--- config.mk ---
export PLATFORM = sky130hd
export DESIGN_NAME = ahb3lite_gpio_slave
export DESIGN_NICKNAME = d
export VERILOG_FILES = /design/src/rtl/ahb3lite_gpio_slave.sv
export SDC_FILE = /design/constraint.sdc
export NUM_CORES = 1
export LEC_CHECK = 0
export ABC_CLOCK_PERIOD_IN_PS = 2100
export BUFFER_PORTS_ARGS = -buffer_cell sky130_fd_sc_hd__buf_2
export CAP_MARGIN = 20
export CORE_ASPECT_RATIO = 1.1
export CORE_MARGIN = 2
export CORE_UTILIZATION = 25
export CTS_CLUSTER_DIAMETER = 40
export DETAILED_ROUTE_END_ITERATION = 10
export GPL_TIMING_DRIVEN = 0
export PLACE_DENSITY = 0.59
export SLEW_MARGIN = 20
export SYNTH_ARGS = -nofsm -noshare
export SYNTH_HDL_FRONTEND = slang
export SYNTH_SLANG_ARGS = --single-unit
--- constraint.sdc ---
create_clock -name clk_i -period 2.1 [get_ports clk_i]
set_input_delay 0.105 -clock clk_i [delete_from_list [all_inputs] [get_ports clk_i]]
set_output_delay 0.105 -clock clk_i [all_outputs]
set_load 0.02 [all_outputs]
--- src/rtl/ahb3lite_gpio_slave.sv ---
// ahb3lite_gpio_slave: AHB3-Lite GPIO responder with LED set/clear registers, synchronized buttons,
// sticky rising-edge capture, ID word, programmable wait states and two-cycle ERROR responses.
// Ports: clk_i/rst_i (HCLK, async active-high reset); hsel_i, haddr_i, htrans_i, hwrite_i, hsize_i,
// hburst_i, hprot_i, hwdata_i, hready_i (AHB inputs); hrdata_o, hreadyout_o, hresp_o (AHB outputs);
// led_o (LED register); btn_i (asynchronous push-button inputs).
module ahb3lite_gpio_slave #(
   parameter int unsigned g_led_width   = 8,
   parameter int unsigned g_btn_width   = 1,
   parameter int unsigned g_wait_states = 0,
   parameter logic [31:0] g_id          = 32'hC0DE_0001
) (
   input  logic                   clk_i,
   input  logic                   rst_i,
   input  logic                   hsel_i,
   input  logic [31:0]            haddr_i,
   input  logic [1:0]             htrans_i,
   input  logic                   hwrite_i,
   input  logic [2:0]             hsize_i,
   input  logic [2:0]             hburst_i,
   input  logic [3:0]             hprot_i,
   input  logic [31:0]            hwdata_i,
   input  logic                   hready_i,
   output logic [31:0]            hrdata_o,
   output logic                   hreadyout_o,
   output logic                   hresp_o,
   output logic [g_led_width-1:0] led_o,
   input  logic [g_btn_width-1:0] btn_i
);
   typedef enum logic [1:0] {IDLE, WAIT, ERR1, ERR2} state_t;
   state_t                 state_q, state_d;
   logic                   accept, illegal, fin, we, pend_q, write_q, unused;
   logic [9:0]             word, addr_q;
   logic [2:0]             cnt_q;
   logic [31:0]            rd_val;
   logic [g_led_width-1:0] led_q, led_d;
   logic [g_btn_width-1:0] sync1_q, sync2_q, sync3_q, edge_q, hw_edge, edge_clr;

   assign unused  = ^{haddr_i[31:12], htrans_i[0], hburst_i, hprot_i, hwdata_i};
   assign word    = haddr_i[11:2];
   // hreadyout_o gate keeps a stalled data phase from accepting a second address
   assign accept  = hsel_i & hready_i & htrans_i[1] & hreadyout_o;
   assign illegal = (hsize_i != 3'b010) | (haddr_i[1:0] != 2'b00) | (word > 10'd5) |
                    (hwrite_i & ((word == 10'd3) | (word == 10'd5)));
   // final OKAY data-phase cycle: a legal transfer is pending and no wait state remains
   assign fin     = (state_q == IDLE) & pend_q;
   assign we      = fin & write_q;
   assign hw_edge = sync2_q & ~sync3_q;
   assign edge_clr = (we && addr_q == 10'd4) ? hwdata_i[g_btn_width-1:0] : '0;
   assign led_d   = (addr_q == 10'd0) ? hwdata_i[g_led_width-1:0] :
                    (addr_q == 10'd1) ? led_q | hwdata_i[g_led_width-1:0] :
                    (addr_q == 10'd2) ? led_q & ~hwdata_i[g_led_width-1:0] : led_q;
   assign rd_val  = (addr_q == 10'd0) ? 32'(led_q) :
                    (addr_q == 10'd3) ? 32'(sync2_q) :
                    (addr_q == 10'd4) ? 32'(edge_q) :
                    (addr_q == 10'd5) ? g_id : 32'd0;
   assign led_o   = led_q;

   always_ff @(posedge clk_i or posedge rst_i) begin
      if (rst_i) state_q <= IDLE;
      else state_q <= state_d;
   end

   always_comb begin
      state_d = IDLE;
      case (state_q)
         IDLE, ERR2: state_d = !accept ? IDLE : illegal ? ERR1 : (g_wait_states == 0) ? IDLE : WAIT;
         WAIT:       state_d = (cnt_q == 3'd1) ? IDLE : WAIT;
         ERR1:       state_d = ERR2;
         default:    state_d = IDLE;
      endcase
   end

   always_comb begin
      hreadyout_o = (state_q != WAIT) && (state_q != ERR1);
      hresp_o     = (state_q == ERR1) || (state_q == ERR2);
      hrdata_o    = (fin && !write_q) ? rd_val : 32'd0;
   end

   always_ff @(posedge clk_i or posedge rst_i) begin
      if (rst_i) begin
         pend_q  <= 1'b0;
         write_q <= 1'b0;
         addr_q  <= '0;
         cnt_q   <= '0;
         led_q   <= '0;
         sync1_q <= '0;
         sync2_q <= '0;
         sync3_q <= '0;
         edge_q  <= '0;
      end else begin
         pend_q  <= accept ? ~illegal : (fin ? 1'b0 : pend_q);
         write_q <= accept ? hwrite_i : write_q;
         addr_q  <= accept ? word : addr_q;
         cnt_q   <= (accept && !illegal) ? 3'(g_wait_states) : (state_q == WAIT) ? cnt_q - 3'd1 : cnt_q;
         led_q   <= we ? led_d : led_q;
         sync1_q <= btn_i;
         sync2_q <= sync1_q;
         sync3_q <= sync2_q;
         // hardware edge wins over a same-cycle W1C of the same bit
         edge_q  <= (edge_q & ~edge_clr) | hw_edge;
      end
   end
endmodule

Word-level counts from Yosys, hierarchy flattened. Cells that the tools add are included.

Flip-flop bits (word level): 29.

Add/subtract/negate cells: 1. $lt $le $gt $ge: 1. Equal/unequal tests: 14. Mux-type cells: 17. Bitwise operators: 19. Reductions and logical operators: 15.

Operator list (number): 32-bit 2-to-1 mux (5); 10-bit by 2-bit equality test with 1-bit output, second input constant (3); 10-bit by 3-bit equality test with 1-bit output, second input constant (3); 8-bit 2-to-1 mux (3); 10-bit by 1-bit equality test with 1-bit output, second input constant (1); 10-bit by 3-bit > comparator with 1-bit output, second input constant (1); 10-bit zero test (1); 1-bit bitwise AND (8); 8-bit bitwise AND (1); 8-bit inverter (1); 8-bit OR (1); 3-bit 2-to-1 mux (2); 2-bit one-hot mux with 3 select lines (1); 2-bit nonzero test (3); 1-bit OR (5); 2-bit equality test, second input constant (2); 1-bit logical AND (4); 1-bit 2-to-1 mux (4); 2-bit 2-to-1 mux (2); 3-bit by 1-bit equality test with 1-bit output, second input constant (1); 3-bit by 2-bit != test with 1-bit output, second input constant (1); 1-bit inverter (3); 3-bit nonzero test (1); 3-bit by 1-bit subtractor with 3-bit output, second input constant (1); other kinds (8) (9).

Longest topological paths before layout. Gate-level depths: netlist of the first run.

Word-level depth: 8. Depth in mapped cells: 7.

Worst setup path after synthesis of the first run. Ideal clock, no wire load.

Path kind: register to output. From: register addr_q[9]. To: output hrdata_o[18]. Arrival: 1.992 ns. Required time: 1.995 ns. Path slack: 0.003 ns. Stages on the path, launching flop included: 5. Buffers on the path: 1. Cell sequence: dfrtp_1 nor4_2 nand2_1 nor3_1 buf_4.

Cells in the longest elaborated chain, start to end: 6.

RTL lines: start, declared (line 32) `logic [9:0] word, addr_q;`; start signal, assigned (line 93) `addr_q <= accept ? word : addr_q;`; 10-bit by 3-bit equality test with 1-bit output (line 55) `(addr_q == 10'd5) ? g_id : 32'd0;`; 32-bit 2-to-1 mux (line 55); 32-bit 2-to-1 mux (line 54) `(addr_q == 10'd4) ? 32'(edge_q) :`; 32-bit 2-to-1 mux (line 53) `(addr_q == 10'd3) ? 32'(sync2_q) :`; 32-bit 2-to-1 mux * (line 52) `assign rd_val = (addr_q == 10'd0) ? 32'(led_q) :`; 32-bit 2-to-1 mux * (line 76) `hrdata_o = (fin && !write_q) ? rd_val : 32'd0;`; end, declared (line 23) `output logic [31:0] hrdata_o,`.

Mark *: on every way between the ends. The rest lies on a longest branch, timed or not.

Worst setup path in the final report of the first run.
From: register addr_q[0]. To: output hrdata_o[0].

The elaborated chain is that of the path after synthesis.

==> results of run 1 <==
==> Yosys cell counts, types with 2 or more instances <==
cell type / number
a211oi_1: 2
a21oi_1: 2
and2_1: 7
buf_4: 23
dfrtp_1: 29
ha_1: 6
inv_1: 18
mux2_2: 11
nand2_1: 5
nand2b_1: 2
nand3_1: 2
nand3b_1: 2
nand4_1: 2
nor2_1: 13
nor3_1: 6
nor4_1: 2
o21ai_0: 17
or2_2: 2
==> layout make-up <==
class / count / area, um^2 / share of cell area (%)
Multi-Input combinational cell: 113 / 793 / 33.9
Tap cell: 82 / 103 / 4.39
Clock inverter: 1 / 5.00 / 0.214
Timing Repair Buffer: 62 / 363 / 15.5
Inverter: 18 / 67.6 / 2.89
Sequential cell: 29 / 729 / 31.2
Buffer: 25 / 183 / 7.81
Clock buffer: 7 / 96.3 / 4.12
==> kinds of logic (layout without fill, tap and decap cells) <==
| kind of cell | after synthesis | count (layout) | synth area share [%] |
|---|---|---|---|
| simple gates | 52 | 52 | 18.7 |
| buf+inv | 43 | 113 | 15.0 |
| flops | 29 | 29 | 43.8 |
| compound gates | 25 | 25 | 8.54 |
| mux | 12 | 12 | 8.08 |
| fa+ha+maj | 6 | 6 | 4.53 |
| xor+xnor | 2 | 2 | 1.06 |
| other cells | 1 | 16 | 0.226 |
==> timing repair <==
item | CTS | global route
cloned | 0 | 0
setup buffers | 1 | 3
resized for setup | 5 | 21
hold endpoints to repair | 14 | 0
pin swaps | 1 | 6
hold buffers | 2 | 0
setup endpoints to repair | 16 | 28
==> worst max path at each step <==
stage | cells past startpoint | end | startpoint | slack (ps)
2_1_floorplan | 4 | hrdata_o[18] | addr_q[9]$_DFFE_PP0P_ | 3
3_3_place_gp | 5 | hrdata_o[6] | addr_q[0]$_DFFE_PP0P_ | -240
3_5_place_dp | 5 | hrdata_o[5] | addr_q[0]$_DFFE_PP0P_ | -290
4_1_cts | 5 | hrdata_o[18] | addr_q[9]$_DFFE_PP0P_ | -30
5_1_grt | 5 | hrdata_o[0] | addr_q[1]$_DFFE_PP0P_ | -10
6_report | 5 | hrdata_o[0] | addr_q[0]$_DFFE_PP0P_ | 60
==> stage by stage <==
| step | TNS (ps) | total power, W | area [um^2] | util [%] |
|---|---|---|---|---|
| floorplan | 0 | 0.000936 | 1710 | - |
| global placement | -1690 | 0.00102 | 2090 | 32.1 |
| detailed placement | -2310 | 0.00103 | 2110 | 32.3 |
| CTS | -209 | 0.00156 | 2250 | 34.6 |
| global route | -12.4 | 0.00169 | 2340 | 35.9 |
| finish | 0 | 0.00157 | 2340 | 35.9 |
==> critical path, cell delays in order, from the launching register on <==
cell	delay, ps
dfrtp_2	430
nor4_4	310
nand3_2	180
or3_1	350
a211oi_2	220
buf_4	170
==> where the power goes <==
| group | leakage (nW) | internal, W | switching [W] |
|---|---|---|---|
| Combinational | 0.822 | 0.000174 | 0.000170 |
| Clock | 0.0542 | 0.000296 | 0.000199 |
| Sequential | 0.335 | 0.000641 | 0.0000912 |
| Total | 1.21 | 0.00111 | 0.000460 |
==> routing by layer <==
metal / vias to the layer above / wire (um)
met1: 644 / 1640
met4: 0 / 8
met3: 2 / 278
met5: - / 0
met2: 53 / 1700
li1: 702 / -
==> cell usage in the layout, fill, tap and decap left out, drive strengths merged, types with 4 or more instances in the layout <==
cell type and count:
o21ai 17, ha 6, dfrtp 29, and2 7
nor4 4, clkbuf 8, conb 16, nor3 6
inv 18, mux2 11, buf 84, nand2 5
nor2 13
==> run metrics, run 1 <==
critical path class=flip-flop to output port; Nets=between 300 and 400; Unique masters post-synth=37; post-route ant nets=0; Layout Cells excl Fill=between 300 and 400; Post-Syn Area=about 0.0017 mm^2; sequential share of the synthesized area=43.8%; Slew @ Worst Pin=between 500 and 600 ps; Layout area overhead=41.2%; I/O pins=~120; P per Cell Area=~670 mW/mm^2; initial core utilization=25.4%; CP endpoint kind=output port; Final Hold Slack=slightly above 80 ps; outcome=finished clean; vias per inst=4.16; RSZ-0062 raised after global routing=true; largest area contributor in the netlist=dfrtp_1; Post-Route WL=between 3000 and 4000 um; wire per inst=10.8 um; max-slew violations=0; Worst Hold Class=input pin to flip-flop; number of synthesized register bits=29; final setup fails=0; initial antenna violation count=0; Fmax achieved=490 MHz; ANT cells=0; Crit Path Max Fanout=4; grt total ovfl=0; Slew HR=between 60% and 70%; Arrival @ worst endpoint=~1900 ps; first-pass iteration count of the detailed router=4; Post-synth ARST share=100%; M2 GR Usage=between 15 and 20%; Lkg Pwr=1.21 nW; Num CTS Buffers=5; VDD IR max=just under 0.3 mV; Ys Warns=0; dpl ws=-290 ps; DRT iter0 DRCs=40; Worst Setup Start Kind=flip-flop; Post-synth EDFFs=0; Max Cap Violations=0; vias in the first global route=1292; cell count after synthesis=170; GR Util met3=3.13%; Worst-Skew Late Latency=about 270 ps; full die area=between 0.007 and 0.008 mm^2; hold path startpoint=haddr_i[10]; Reg-to-Reg Start=state_q[0]$_DFF_PP0_; PnR worst setup slack=slightly above 60 ps; first-pass GRT wire length=5950 um; WHS Path Cells=2; H-tree Lvls=2; largest net degree at the start of global routing=17; Via Count=~1400; CTS tree=yes; core area=about 0.0065 mm^2; Critical Path RT=2000 ps; row count=31; crit path time final=2040 ps; R2R Setup Slk=~250 ps; GP Congestion=0.745; Clock Path Buffers=2; Worst-path clk slew=about 60 ps; Post-Syn Area per Cell=around 9.7 um^2; Reg2Reg Depth=7; crit share post-route=about 97%; synth top area cells=dfrtp_1 (44%), buf_4 (10%), mux2_2 (7.5%); clk_skew=between 4 and 5 ps; GRT met1 Usage=between 10% and 20%; Root Buffer=clkbuf_8; Hold Path End=addr_q[8]$_DFFE_PP0P_; endpoints failing hold=0; Die Ht=89.4 um; Synth top area share=43.8%; filler instances=just under 700; layout cells sized above 1=just under 50%; dpl cells=around 320; drt drc=0; clk sinks=29; ys flop type=dfrtp_1; detailed placement HPWL=~2800 um; All-Layer GR Usage=10.5%; Port Buffer Count=between 50 and 60; Die Width=about 82 um; gr busiest metal=met2
No activity file was read; power rests on OpenSTA's default activity.
==> run 2, diff against run 1 <==
Settings changed: CORE_UTILIZATION 25 to 40, PLACE_DENSITY 0.59 to 0.85.
==> run 2 against run 1 <==
Against the previous run: register-to-register slack better by 20 ps; utilization is 22 points higher; clock skew increased by 2.9 ps; global-route usage up 5.2 points; sequential power about the same; wire length is 4.1% lower; hold slack worse by 2.9 ps; critical path type unchanged; critical endpoint unchanged.
==> run metrics, run 2 (synthesis results as in run 1) <==
outcome=finished clean; RSZ-0062 raised after global routing=true; Lkg Pwr=1.21 nW (-0.15%); Worst Hold Class=input pin to flip-flop; Die Width=65.4 um (-20%); hold path startpoint=haddr_i[10]; reg2reg end=cnt_q[1]$_DFFE_PP0P_; Slew @ Worst Pin=615 ps (+32.9 ps); I/O pins=124 (unchanged); crit share post-route=98.8% (+1.7 points); CP startpoint=addr_q[1]$_DFFE_PP0P_; dpl cell area=0.00205 mm^2 (-2.5%); Clock Path Buffers=2 (unchanged); filler instances=364 (-47%); core area=0.00396 mm^2 (-39%); All-Layer GR Usage=15.7% (+5.2 points); CP max stage delay=460 ps (+30 ps); Num CTS Buffers=5 (unchanged); Worst Setup Start Kind=flip-flop; Reg-to-Reg Start=state_q[0]$_DFF_PP0_; Via Count=1394 (-0.50%); most common cell after layout, fill and taps aside=buf_2; layout cells sized above 1=46.5% (-1.8 points); Slew HR=58.9% (-2.2 points); Port Buffer Count=55 (unchanged); vias in the first global route=1288 (-0.31%); worst-path cell chain=nor4_4 > nand3_2 > or3_4 > a211oi_4 > buf_6; Layout Cells excl Fill=306 (-9.2%); Reg2Reg Depth=6 (-1); CTS tree=yes; dpl cells=292 (-9.6%); Critical Path RT=2000 ps (about the same); Max Cap Violations=0 (unchanged); detailed placement HPWL=2660 um (-5.5%); initial antenna violation count=0 (unchanged); post-route ant nets=0 (unchanged); grt total ovfl=0 (unchanged); row count=24 (-23%); final instance area=0.00228 mm^2 (-2.4%); CP endpoint kind=output port; Post-Route WL=3480 um (-4.1%); VDD IR max=0.486 mV (+64%); DRT iter0 DRCs=41 (+2.5%); setup TNS=0 ps (unchanged); largest net degree at the start of global routing=30 (+13); endpoints failing hold=0 (unchanged); Die Ht=71.5 um (-20%); H-tree Lvls=2 (unchanged); first-pass iteration count of the detailed router=4 (unchanged); full die area=0.00467 mm^2 (-36%); R2R Setup Slk=270 ps (+20 ps); Worst-path clk slew=60 ps (about the same); P per Cell Area=721 mW/mm^2 (+7.5%); Worst-Skew Late Latency=280 ps (about the same); Root Buffer=clkbuf_8; vias per inst=4.56 (+9.6%); ANT cells=0 (unchanged); clk_skew=7.13 ps (+2.94 ps); wire per inst=11.4 um (+5.6%); GP Congestion=0.777 (+4.4%); worst-path cell with the longest stage delay=dfrtp_2; max-slew violations=0 (unchanged); Fmax achieved=482 MHz (-1.7%); Layout area overhead=37.8%; Nets=341 (-0.29%); final setup fails=0 (unchanged); critical path class=flip-flop to output port; initial core utilization=41.8% (+16 points); drt drc=0 (unchanged); crit path time final=2080 ps (+35.6 ps); Crit Path Max Fanout=7 (+3); first-pass GRT wire length=5720 um (-3.9%); CP Capture Point=hrdata_o[0]; Arrival @ worst endpoint=1970 ps (+40 ps); clk sinks=29 (unchanged); most frequent cells in the layout=buf_2 (55), dfrtp_1 (27), buf_4 (27)
run 2: stage by stage:
| step | hold slack [ps] | util (%) | total power [W] | setup WS [ps] |
|---|---|---|---|---|
| CTS | 69.5 | 56.0 | 0.00165 | 22.9 |
| global route | 73.4 | 57.6 | 0.00174 | -95.5 |
| finish | 78.5 | 57.6 | 0.00165 | 24.7 |
| floorplan | 136 | - | 0.000936 | 3.33 |
| detailed placement | 219 | 51.8 | 0.00104 | -113 |
| global placement | 221 | 51.8 | 0.00101 | -61.2 |
run 2: power by group:
part / leakage (nW) / switching [W] / internal, W
Sequential: 0.336 / 0.0000927 / 0.000640
Combinational: 0.815 / 0.000167 / 0.000161
Clock: 0.0585 / 0.000201 / 0.000386
Total: 1.21 / 0.000460 / 0.00119
run 2: worst max-delay path: cells and delay by family (launching register included):
family	cells	cell delay, ps
buffers and inverters	1	150
AOI/OAI and AO/OA	1	230
and+or+nand+nor	3	860
DFF	1	460
run 2: area by class of cell:
| class | instances | area [um^2] | share of cell area (%) |
|---|---|---|---|
| repair buffers | 61 | 332 | 14.5 |
| multi-input cells | 113 | 792 | 34.7 |
| flip-flops and latches | 29 | 728 | 31.9 |
| clock buffers | 7 | 86.3 | 3.78 |
| inverters | 18 | 67.6 | 2.96 |
| clock inverters | 1 | 30.0 | 1.32 |
| well taps | 52 | 65.1 | 2.85 |
| plain buffers | 25 | 183 | 8.00 |
run 2: worst min path at each step:
stage               depth (start not counted)                    end  slack, ps
finish                                      2  addr_q[8]$_DFFE_PP0P_         80
global route                                2  addr_q[7]$_DFFE_PP0P_         70
CTS                                         2  addr_q[6]$_DFFE_PP0P_         70
detailed placement                          1      sync1_q$_DFF_PP0_        220
global placement                            1      sync1_q$_DFF_PP0_        220
floorplan                                   0      sync1_q$_DFF_PP0_        140
run 2: layer usage:
layer / vias up / GRT usage (%) / routed length [um]
met4: 0 / 5.32 / 43
met3: 6 / 5.02 / 269
met1: 632 / 19.7 / 1440
met2: 63 / 25.6 / 1720
li1: 693 / - / -
met5: - / 0 / 0
run 2: what timing repair did:
item / CTS / global route
endpoints found under the hold margin: 1 / 29
hold buffers: 1 / 1
pin swaps: 2 / 3
resized for setup: 8 / 7
buffers inserted: 1 / 3
setup endpoints to repair: 16 / 24
==> run 3, diff against run 2 <==
--- a/config.mk
+++ b/config.mk
@@ -9,11 +9,13 @@
 export BUFFER_PORTS_ARGS = -buffer_cell sky130_fd_sc_hd__buf_2
 export CAP_MARGIN = 20
+export CELL_PAD_IN_SITES_DETAIL_PLACEMENT = 1
+export CELL_PAD_IN_SITES_GLOBAL_PLACEMENT = 1
 export CORE_ASPECT_RATIO = 1.1
 export CORE_MARGIN = 2
-export CORE_UTILIZATION = 40
+export CORE_UTILIZATION = 28
 export CTS_CLUSTER_DIAMETER = 40
 export DETAILED_ROUTE_END_ITERATION = 10
 export GPL_TIMING_DRIVEN = 0
-export PLACE_DENSITY = 0.85
+export PLACE_DENSITY = 0.86
 export SLEW_MARGIN = 20
 export SYNTH_ARGS = -nofsm -noshare
==> constraint.sdc (replaced) <==
create_clock -name clk_i -period 2.1 [get_ports clk_i]
set_input_delay 0.105 -clock clk_i [delete_from_list [all_inputs] [get_ports clk_i]]
set_output_delay 0.105 -clock clk_i [all_outputs]
set_load 0.1 [all_outputs]
==> run 3 against run 2 <==
Against the previous run: the run now ends with negative setup slack left; global-route usage is 2.3 points lower; cell area up 12%; first-iteration DRC count decreased by 56%; flip-flop and latch count is the same; hold slack got worse by 10 ps; combinational power up 58%; largest power group unchanged; highest routed layer unchanged.
==> run metrics, run 3 (synthesis results as in run 1) <==
outcome=finished with violations; failing checks=negative setup slack; Nets=343 (+0.59%); CP endpoint kind=output port; Worst Hold Class=input pin to flip-flop; PnR worst setup slack=-36.3 ps (-61.0 ps); clk sinks=29 (unchanged); H-tree Lvls=2 (unchanged); sequential cell area=727 um^2 (-0.17%); CP startpoint=addr_q[8]$_DFFE_PP0P_; Lkg Pwr=1.30 nW (+7.2%); clock group share of total power=32.4% (-3.2 points); R2R Setup Slk=180 ps (-90 ps); drt drc=0 (unchanged); P per Cell Area=725 mW/mm^2 (+0.52%); Max Cap Violations=0 (unchanged); vias in the first global route=1474 (+14%); Final Hold Slack=68.3 ps (-10.2 ps); Reg-to-Reg Start=addr_q[9]$_DFFE_PP0P_; wire per inst=13.1 um (+16%); most common cell after layout, fill and taps aside=buf_2; All-Layer GR Usage=13.4% (-2.3 points); post-route ant nets=0 (unchanged); Worst-path clk slew=60 ps (about the same); Slew HR=61.6% (+2.7 points); largest net degree at the start of global routing=21 (-30%); Comb power frac=27.8% (+7.9 points); endpoints failing hold=0 (unchanged); Num CTS Buffers=5 (unchanged); Net Sw Frac=34.8% (+6.9 points); initial core utilization=28.9% (-13 points); Worst Setup Start Kind=flip-flop; VDD IR max=0.364 mV (-25%); dpl ws=-545 ps (-432 ps); CP max stage delay=430 ps (-30 ps); worst-path cell with the longest stage delay=dfrtp_1; Sequential Power Share=39.7% (-4.8 points); crit path time final=2140 ps (+61.0 ps); vias per inst=4.35 (-4.6%); full die area=0.00655 mm^2 (+40%); first-pass GRT wire length=6910 um (+21%); Arrival @ worst endpoint=2030 ps (+60 ps); final setup fails=8 (+8); Die Width=77.3 um (+18%); CTS tree=yes; I/O pins=124 (unchanged); detailed placement HPWL=3240 um (+22%); most frequent cells in the layout=buf_2 (40), buf_4 (34), dfrtp_1 (28); grt total ovfl=0 (unchanged); worst-path cell chain=nor4_4 > nand3_2 > or3_4 > a211oi_4 > buf_12; Crit Path Max Fanout=3 (-4); core area=0.00573 mm^2 (+45%); Fmax achieved=468 MHz (-2.9%); Root Buffer=clkbuf_8; crit share post-route=102% (+2.9 points); Critical Path RT=2000 ps (about the same); internal power=0.00121 W (+1.8%); Clock Path Buffers=2 (unchanged); CP Capture Point=hrdata_o[0]; Via Count=1447 (+3.8%); Multi-input gate area=846 um^2 (+6.8%); RSZ-0062 raised after global routing=true; initial antenna violation count=0 (unchanged); GP Congestion=0.711 (-8.6%); filler instances=684 (+88%); row count=29 (+21%); critical path class=flip-flop to output port; Layout area overhead=54.3%; Slew @ Worst Pin=571 ps (-43.9 ps); first-pass iteration count of the detailed router=4 (unchanged); Post-Route WL=4370 um (+26%); Reg2Reg Depth=5 (-1); max-slew violations=0 (unchanged); Layout Utilization=44.6% (-13 points); clk_skew=4.32 ps (-2.81 ps); layout cells sized above 1=50.4% (+3.9 points); Die Ht=84.7 um (+18%); Worst-Skew Late Latency=280 ps (about the same); Port Buffer Count=55 (unchanged); DRT iter0 DRCs=18 (-56%); ANT cells=0 (unchanged); Net Sw Power=0.000646 W (+40%)
[run 3: worst min-delay path by stage]
| stage | start | end | cells past startpoint |
|---|---|---|---|
| final | haddr_i[11] | addr_q[9]$_DFFE_PP0P_ | 2 |
| after global routing | haddr_i[6] | addr_q[4]$_DFFE_PP0P_ | 2 |
| after CTS | haddr_i[8] | addr_q[6]$_DFFE_PP0P_ | 2 |
| after detailed placement | rst_i | cnt_q[1]$_DFFE_PP0P_ | 2 |
| after global placement | btn_i | sync1_q$_DFF_PP0_ | 1 |
| after floorplan | btn_i | sync1_q$_DFF_PP0_ | 0 |
[run 3: per-stage QoR]
stage | total power (W) | TNS, ps | instances | area (um^2)
after floorplan | 0.00113 | -2150 | 185 | 1820
after global placement | 0.00121 | -3880 | 317 | 2190
after detailed placement | 0.00124 | -4030 | 318 | 2200
after CTS | 0.00187 | -138 | 332 | 2480
after global routing | 0.00195 | -1610 | 333 | 2560
final | 0.00185 | -189 | 333 | 2560
[run 3: layer usage]
layer | up-vias | GRT usage (%) | share of wire [%]
met3 | 5 | 4.52 | 5.7
met2 | 50 | 24.8 | 53
met1 | 694 | 14.7 | 41
met4 | 0 | 3.41 | 0.92
met5 | - | 0 | 0
li1 | 698 | - | -
[run 3: power groups by stage]
stage | clock network [W] | registers (W) | logic [W]
3_3_place_gp | 0 | 0.000727 | 0.000485
4_1_cts | 0.000619 | 0.000734 | 0.000516
2_1_floorplan | 0 | 0.000770 | 0.000361
5_1_grt | 0.000641 | 0.000751 | 0.000555
6_report | 0.000601 | 0.000736 | 0.000516
3_5_place_dp | 0 | 0.000738 | 0.000504
[run 3: timing repair]
item                                    4_1_cts  5_1_grt
endpoints found under the hold margin        10        0
hold buffers                                  2        0
pin swaps                                     4        5
endpoints found under the setup margin       16       17
resized for setup                            29       22
setup buffers                                 4        1
gates cloned                                  0        0
[run 3: cell type report]
| cell class | instances | share of cell area [%] |
|---|---|---|
| sequential | 29 | 28.4 |
| timing repair buffer | 63 | 19.6 |
| tap | 77 | 3.77 |
| clock inverter | 1 | 1.17 |
| buffer | 25 | 7.78 |
| clock buffer | 7 | 3.38 |
| inverter | 18 | 2.79 |
| multi-input combinational | 113 | 33.1 |
[run 3: worst max-delay path: cells and delay by family (launching register included)]
kind / cells / cell delay, ps
simple gates: 3 / 860
flops: 1 / 430
compound gates: 1 / 250
buf+inv: 1 / 210
